`config.mk`:
```
export PLATFORM = sky130hd
export DESIGN_NAME = piso_tx
export DESIGN_NICKNAME = d
export VERILOG_FILES = /design/src/rtl/piso_pkg.sv /design/src/rtl/piso_tx.sv
export SDC_FILE = /design/constraint.sdc
export NUM_CORES = 1
export LEC_CHECK = 0
export BUFFER_PORTS_ARGS = -buffer_cell sky130_fd_sc_hd__buf_4
export CAP_MARGIN = 5
export CORE_AREA = 5 5 42 44
export DETAILED_ROUTE_END_ITERATION = 8
export DIE_AREA = 0 0 47 49
export SLEW_MARGIN = 20
export SYNTH_ARGS = -nofsm -noshare
export SYNTH_HDL_FRONTEND = slang
export SYNTH_SLANG_ARGS = --single-unit
```
`constraint.sdc`:
```
create_clock -name clk -period 1 [get_ports clk]
set_input_delay 0.05 -clock clk [delete_from_list [all_inputs] [get_ports clk]]
set_output_delay 0.05 -clock clk [all_outputs]
set_load 0.01 [all_outputs]
```
`src/rtl/piso_pkg.sv`:
```
// Shared definitions for the piso_tx / sipo serial link.
package piso_pkg;

  // State encoding for the transmitter FSM.
  localparam logic ST_IDLE  = 1'b0;
  localparam logic ST_SHIFT = 1'b1;

  // Default word width; sipo benches use the same value.
  localparam int unsigned SER_WIDTH = 4;

  typedef enum logic {
    StIdle  = ST_IDLE,
    StShift = ST_SHIFT
  } piso_state_e;

  // Bit counter width for a given word length (never below one bit).
  function automatic int unsigned cnt_bits(input int unsigned w);
    return (w > 1) ? $clog2(w) : 1;
  endfunction

endpackage

```
`src/rtl/piso_tx.sv`:
```
// Parallel-in serial-out transmitter. Accepts a word on a valid/ready
// handshake and shifts it out LSB-first, one bit per enabled clock.
module piso_tx
  import piso_pkg::*;
#(
  parameter int unsigned WIDTH = SER_WIDTH
) (
  input  logic             clk,
  input  logic             rst,
  input  logic [WIDTH-1:0] din,
  input  logic             load_valid,
  output logic             load_ready,
  input  logic             enable,
  output logic             sout,
  output logic             sout_valid,
  output logic             done
);

  localparam int unsigned CntW = cnt_bits(WIDTH);
  localparam logic [CntW-1:0] CntLast = CntW'(WIDTH - 1);

  piso_state_e      state_q, state_d;
  logic [WIDTH-1:0] sreg_q, sreg_d;
  logic [CntW-1:0]  cnt_q, cnt_d;
  logic             done_q, done_d;
  logic             sout_q, sout_d;
  logic             sout_valid_q, sout_valid_d;

  // Ready depends only on state and reset, never on load_valid.
  assign load_ready = (state_q == StIdle) && !rst;

  // Next-state, shift and count logic; outputs are precomputed from next state.
  always_comb begin
    state_d = state_q;
    sreg_d  = sreg_q;
    cnt_d   = cnt_q;
    done_d  = 1'b0;
    unique case (state_q)
      StIdle: begin
        if (load_valid && load_ready) begin
          sreg_d  = din;
          cnt_d   = '0;
          state_d = StShift;
        end
      end
      StShift: begin
        if (enable) begin
          sreg_d = {1'b0, sreg_q[WIDTH-1:1]};
          cnt_d  = cnt_q + 1'b1;
          if (cnt_q == CntLast) begin
            state_d = StIdle;
            done_d  = 1'b1;
          end
        end
      end
      default: state_d = StIdle;
    endcase
    // Registering from next state keeps sout aligned with sreg without a comb output path.
    sout_valid_d = (state_d == StShift);
    sout_d       = sout_valid_d & sreg_d[0];
  end

  // State and output registers with synchronous active-high reset.
  always_ff @(posedge clk) begin
    if (rst) begin
      state_q      <= StIdle;
      sreg_q       <= '0;
      cnt_q        <= '0;
      done_q       <= 1'b0;
      sout_q       <= 1'b0;
      sout_valid_q <= 1'b0;
    end else begin
      state_q      <= state_d;
      sreg_q       <= sreg_d;
      cnt_q        <= cnt_d;
      done_q       <= done_d;
      sout_q       <= sout_d;
      sout_valid_q <= sout_valid_d;
    end
  end

  assign sout       = sout_q;
  assign sout_valid = sout_valid_q;
  assign done       = done_q;

endmodule

```
Yosys cells after proc, flatten, opt, wreduce, memory -nomap -nowiden
Cells that the tools add are included.
{"block": "op_classes", "mux": 11, "add_sub_neg": 1, "n_bitwise": 3, "eq_ne": 3, "n_reduce_logical": 5}
{"operator": "2-to-1 mux 4 bit", "n": 2}
{"operator": "one-hot mux 4 bit (2 select lines)", "n": 1}
{"operator": "2-to-1 mux 1 bit", "n": 4}
{"operator": "2-to-1 mux 2 bit", "n": 2}
{"operator": "one-hot mux 2 bit (2 select lines)", "n": 1}
{"operator": "OR reduction 3 bit", "n": 1}
{"operator": "adder 2 x 1 -> 2 bit (second input constant)", "n": 1}
{"operator": "== test 2 bit (second input constant)", "n": 1}
{"operator": "logical AND 1 bit", "n": 2}
{"operator": "inequality test 2 x 1 -> 1 bit (second input constant)", "n": 1}
{"operator": "inequality test 2 bit (second input constant)", "n": 1}
{"operator": "inverter 1 bit", "n": 2}
{"operator": "one-hot mux 1 bit (2 select lines)", "n": 1}
{"operator": "AND reduction 2 bit", "n": 1}
{"operator": "bitwise AND 1 bit", "n": 1}
{"operator": "logical NOT 1 bit", "n": 1}
{"block": "word_totals", "register_bits": 9, "word_cells": 29}

Depth between registers and ports, before layout
{"block": "depth", "depth_word": 6, "depth_mapped": 4, "ltp_nobuf": 3}

Worst setup path after synthesis
Ideal clock, no wire load.
{"block": "synth_path", "kind": "register to register", "startpoint": "register sout_valid (netlist name)", "endpoint": "register sout_q (netlist: sout)", "setup_time_ns": 0.074, "setup_slack_ns": 0.043, "stages_incl_launch_ff": 5, "t_arrival_ns": 0.883, "n_path_buf": 1, "path_cell_list": "dfxtp_1 -> buf_6 -> and2_4 -> nand3b_1 -> a31oi_1"}
{"element": "end signal: assignment", "line_no": "piso_tx.sv:77", "rtl": "sout_q <= sout_d;"}
{"element": "end: declaration", "line_no": "piso_tx.sv:26", "rtl": "logic sout_q, sout_d;"}

==> metrics.md <==
| Metric | Value |
|---|---|
| Synth Flop Type | dfxtp_1 |
| Fin. Hold Viols | 0 |
| Initial antenna violation count | 0 |
| Core ar. | 1401 um2 |
| Run status | completed |
| Gpl congestion | 0.7026 |
| Die Width | 47 um |
| Crit-path max FO | 6 |
| WHS Path Cells | 2 |
| Longest Clk Path Bufs | 2 |
| Final period util | 0.9713 |
| Rows | 14 |
| Die height | between 40 and 50 um |
| Crit path launch type | register |
| Sequential fraction of the synthesis area | 0.4444 |
| P&R area growth vs syn | 39.81% |
| Mapped Cells | 44 |
| # hold bufs at CTS | 0 |
| IO Port Bufs | 11 |
| Final global-route overflow total | 0 |
| Critical path's largest stage delay | about 0.35 ns |
| Most frequent cells in the layout | buf_4, dfxtp_1, a21oi_1 |
| Final Max Slew Viols | 0 |
| Iteration-0 DRC Markers | 2 |
| WHS Endpoint | sout_valid |
| Vias in the first global route | 321 |
| Mapped Nets | 53 |
| Critical path class | register to primary output |
| Cell Chain, Critical Path | buf_6 > nor2_2 > buf_4 |
| Share of cells above drive strength 1 | 0.4237 |
| Yosys warning count | 0 |
| DRT antenna net count | 0 |
| Commonest non-fill, non-tap cell in the layout | buf_4 |
| Vias | 381 |
| Total Power | 0.8184 mW |
| Max-cap viol count | 0 |
| Synth unique cells | 18 |
| Register bit total from synthesis | 9 |
| Hold/Removal Path Class | input port to register |
| Synthesized cell area | 405.4 um2 |
| Worst EP arrival | 0.92 ns |
| PD cells | 1444 nW/um2 |
| Slowest cell on crit path | dfxtp_4 |
| 1st-pass router iterations | 4 |
| Diodes inserted | 0 |
| FF-to-FF End | sout_valid |
| WHS | 0.02760 ns |
| Wire per inst | about 13 um |
| # IOs | 12 |
| DRC | 0 |
| Multi-input gate area | 231.5 um2 |
| Cell Count, Final, Fillers Out | 75 |
| Clock sinks | 9 |
| Final nets | 69 |
| Tot GR Track Use | 0.08898 |
| Fillcell total | around 160 |
| Worst vdd ir | between 0.8 and 0.9 mV |
| FF-to-FF setup slack | 0.05 ns |
| FF/Latch Area | 183.9 um2 |
| Largest net degree at the start of global routing | 11 |
| Worst slew margin | 0.8620 |
| Syn Area/Cell | 9.213 um2 |
| Critical Path RT | 0.95 ns |
| Die area | 2303 um2 |
| Crit end category | primary output |
| Worst Skew | roughly 0.0022 ns |
| Static Leak | between 0.2 and 0.25 nW |
| First-pass GRT wire length | 1407 um |
| Routed wire length | 941 um |
| Hold path startpoint | rst |
| Worst reg-to-reg path cell count | 3 |
| Final core occ | 0.4045 |
| Fin crit period | 0.9713 ns |
| CTS Root Cell | clkbuf_4 |
| Skew-Pair Late Insertion Delay | 0.27 ns |
| CTS tree | done |
| Detailed placer's ending HPWL | a little over 600 um |
| Dpl cells | 70 |
| Final setup fails | 0 |
| Avg Vias per Cell | 5.080 |
| Worst Tran Pin Value | around 0.21 ns |
| Reg2Reg Launch Point | sout_valid |
| Post-synth EDFFs | 0 |
| Total CTS buffers | 3 |
| RSZ-0062 raised after global routing | true |
| H-tree depth | 1 |
| Worst-path clk slew | 0.06 ns |
| Starting Density | 0.2893 |
| F_max | 1030 MHz |
| FFs w/ async S/R, synth | 0 |
Yosys cell counts (2+ instances only):
| cell type | count | area (um2) |
|---|---|---|
| dfxtp_1 | 9 | 180.2 |
| a21oi_1 | 6 | 30.03 |
| nand3_1 | 5 | 25.02 |
| nand2_1 | 4 | 15.01 |
| a211oi_1 | 3 | 22.52 |
| a22oi_1 | 2 | 15.01 |
| nand3b_1 | 2 | 15.01 |
| nor2_1 | 2 | 7.510 |
| nor2b_1 | 2 | 12.51 |
cell type report:
cell class	count	share of cell area
clock buffer	4	0.04636
multi-input combinational	33	0.4084
sequential	9	0.3245
timing repair buffer	13	0.1854
tap	16	0.03532
critical path: cells and delay by family (launching register included):
| kind | cells | cell delay [ns] |
|---|---|---|
| simple gates | 1 | 0.07 |
| buf+inv | 2 | 0.24 |
| flops | 1 | 0.35 |
metal layers:
| metal | up-vias | track usage | share of wire |
|---|---|---|---|
| li1 | 187 | - | - |
| met1 | 179 | 0.1042 | 0.43 |
| met2 | 13 | 0.1154 | 0.46 |
| met3 | 2 | 0.07011 | 0.098 |
| met4 | 0 | 0.04147 | 0.015 |
| met5 | - | 0 | 0 |
cells by family (layout without fill, tap and decap cells):
| kind of cell | after synthesis | in the layout | share of synthesized area |
|---|---|---|---|
| flops | 9 | 9 | 0.4444 |
| buf+inv | 2 | 17 | 0.04630 |
| compound gates | 12 | 12 | 0.1821 |
| simple gates | 20 | 20 | 0.2963 |
| fa+ha+maj | 1 | 1 | 0.03086 |
sequential cells by signal (all words and copies together), names as in the netlist:
register and cells:
sout 1, sreg_q 4, sout_valid 1, done 1
cnt_q 2
how the worst max path moves through the flow:
stage	start	cells past startpoint	end
after global routing	sout_valid	3	load_ready
after detailed placement	sout_valid	3	sout
final	sout_valid	3	load_ready
after floorplan	sout_valid	4	sout
after global placement	sout_valid	3	sreg_q[1]
after CTS	sout_valid	4	sreg_q[3]
repair_timing:
item / in CTS / in global routing
setup endpoints to repair: 2 / 8
pin swaps: 1 / 2
resized for setup: 4 / 6
buffers inserted: 1 / 0
metrics by stage:
step                      setup WS (ns)  setup TNS [ns]  instance area (um2)
after detailed placement        0.04770               0                496.7
final                           0.02869               0                566.8
after CTS                       0.01355               0                540.5
after floorplan                 0.04329               0                405.4
after global placement          0.07719               0                496.7
after global routing           -0.01202        -0.01513                566.8
report_power, final:
group | total (mW) | switching [mW] | internal [mW]
combinational | 0.137 | 0.0636 | 0.0735
clock | 0.294 | 0.140 | 0.154
sequential | 0.387 | 0.0111 | 0.376
Power figures use the tool's default switching activity.
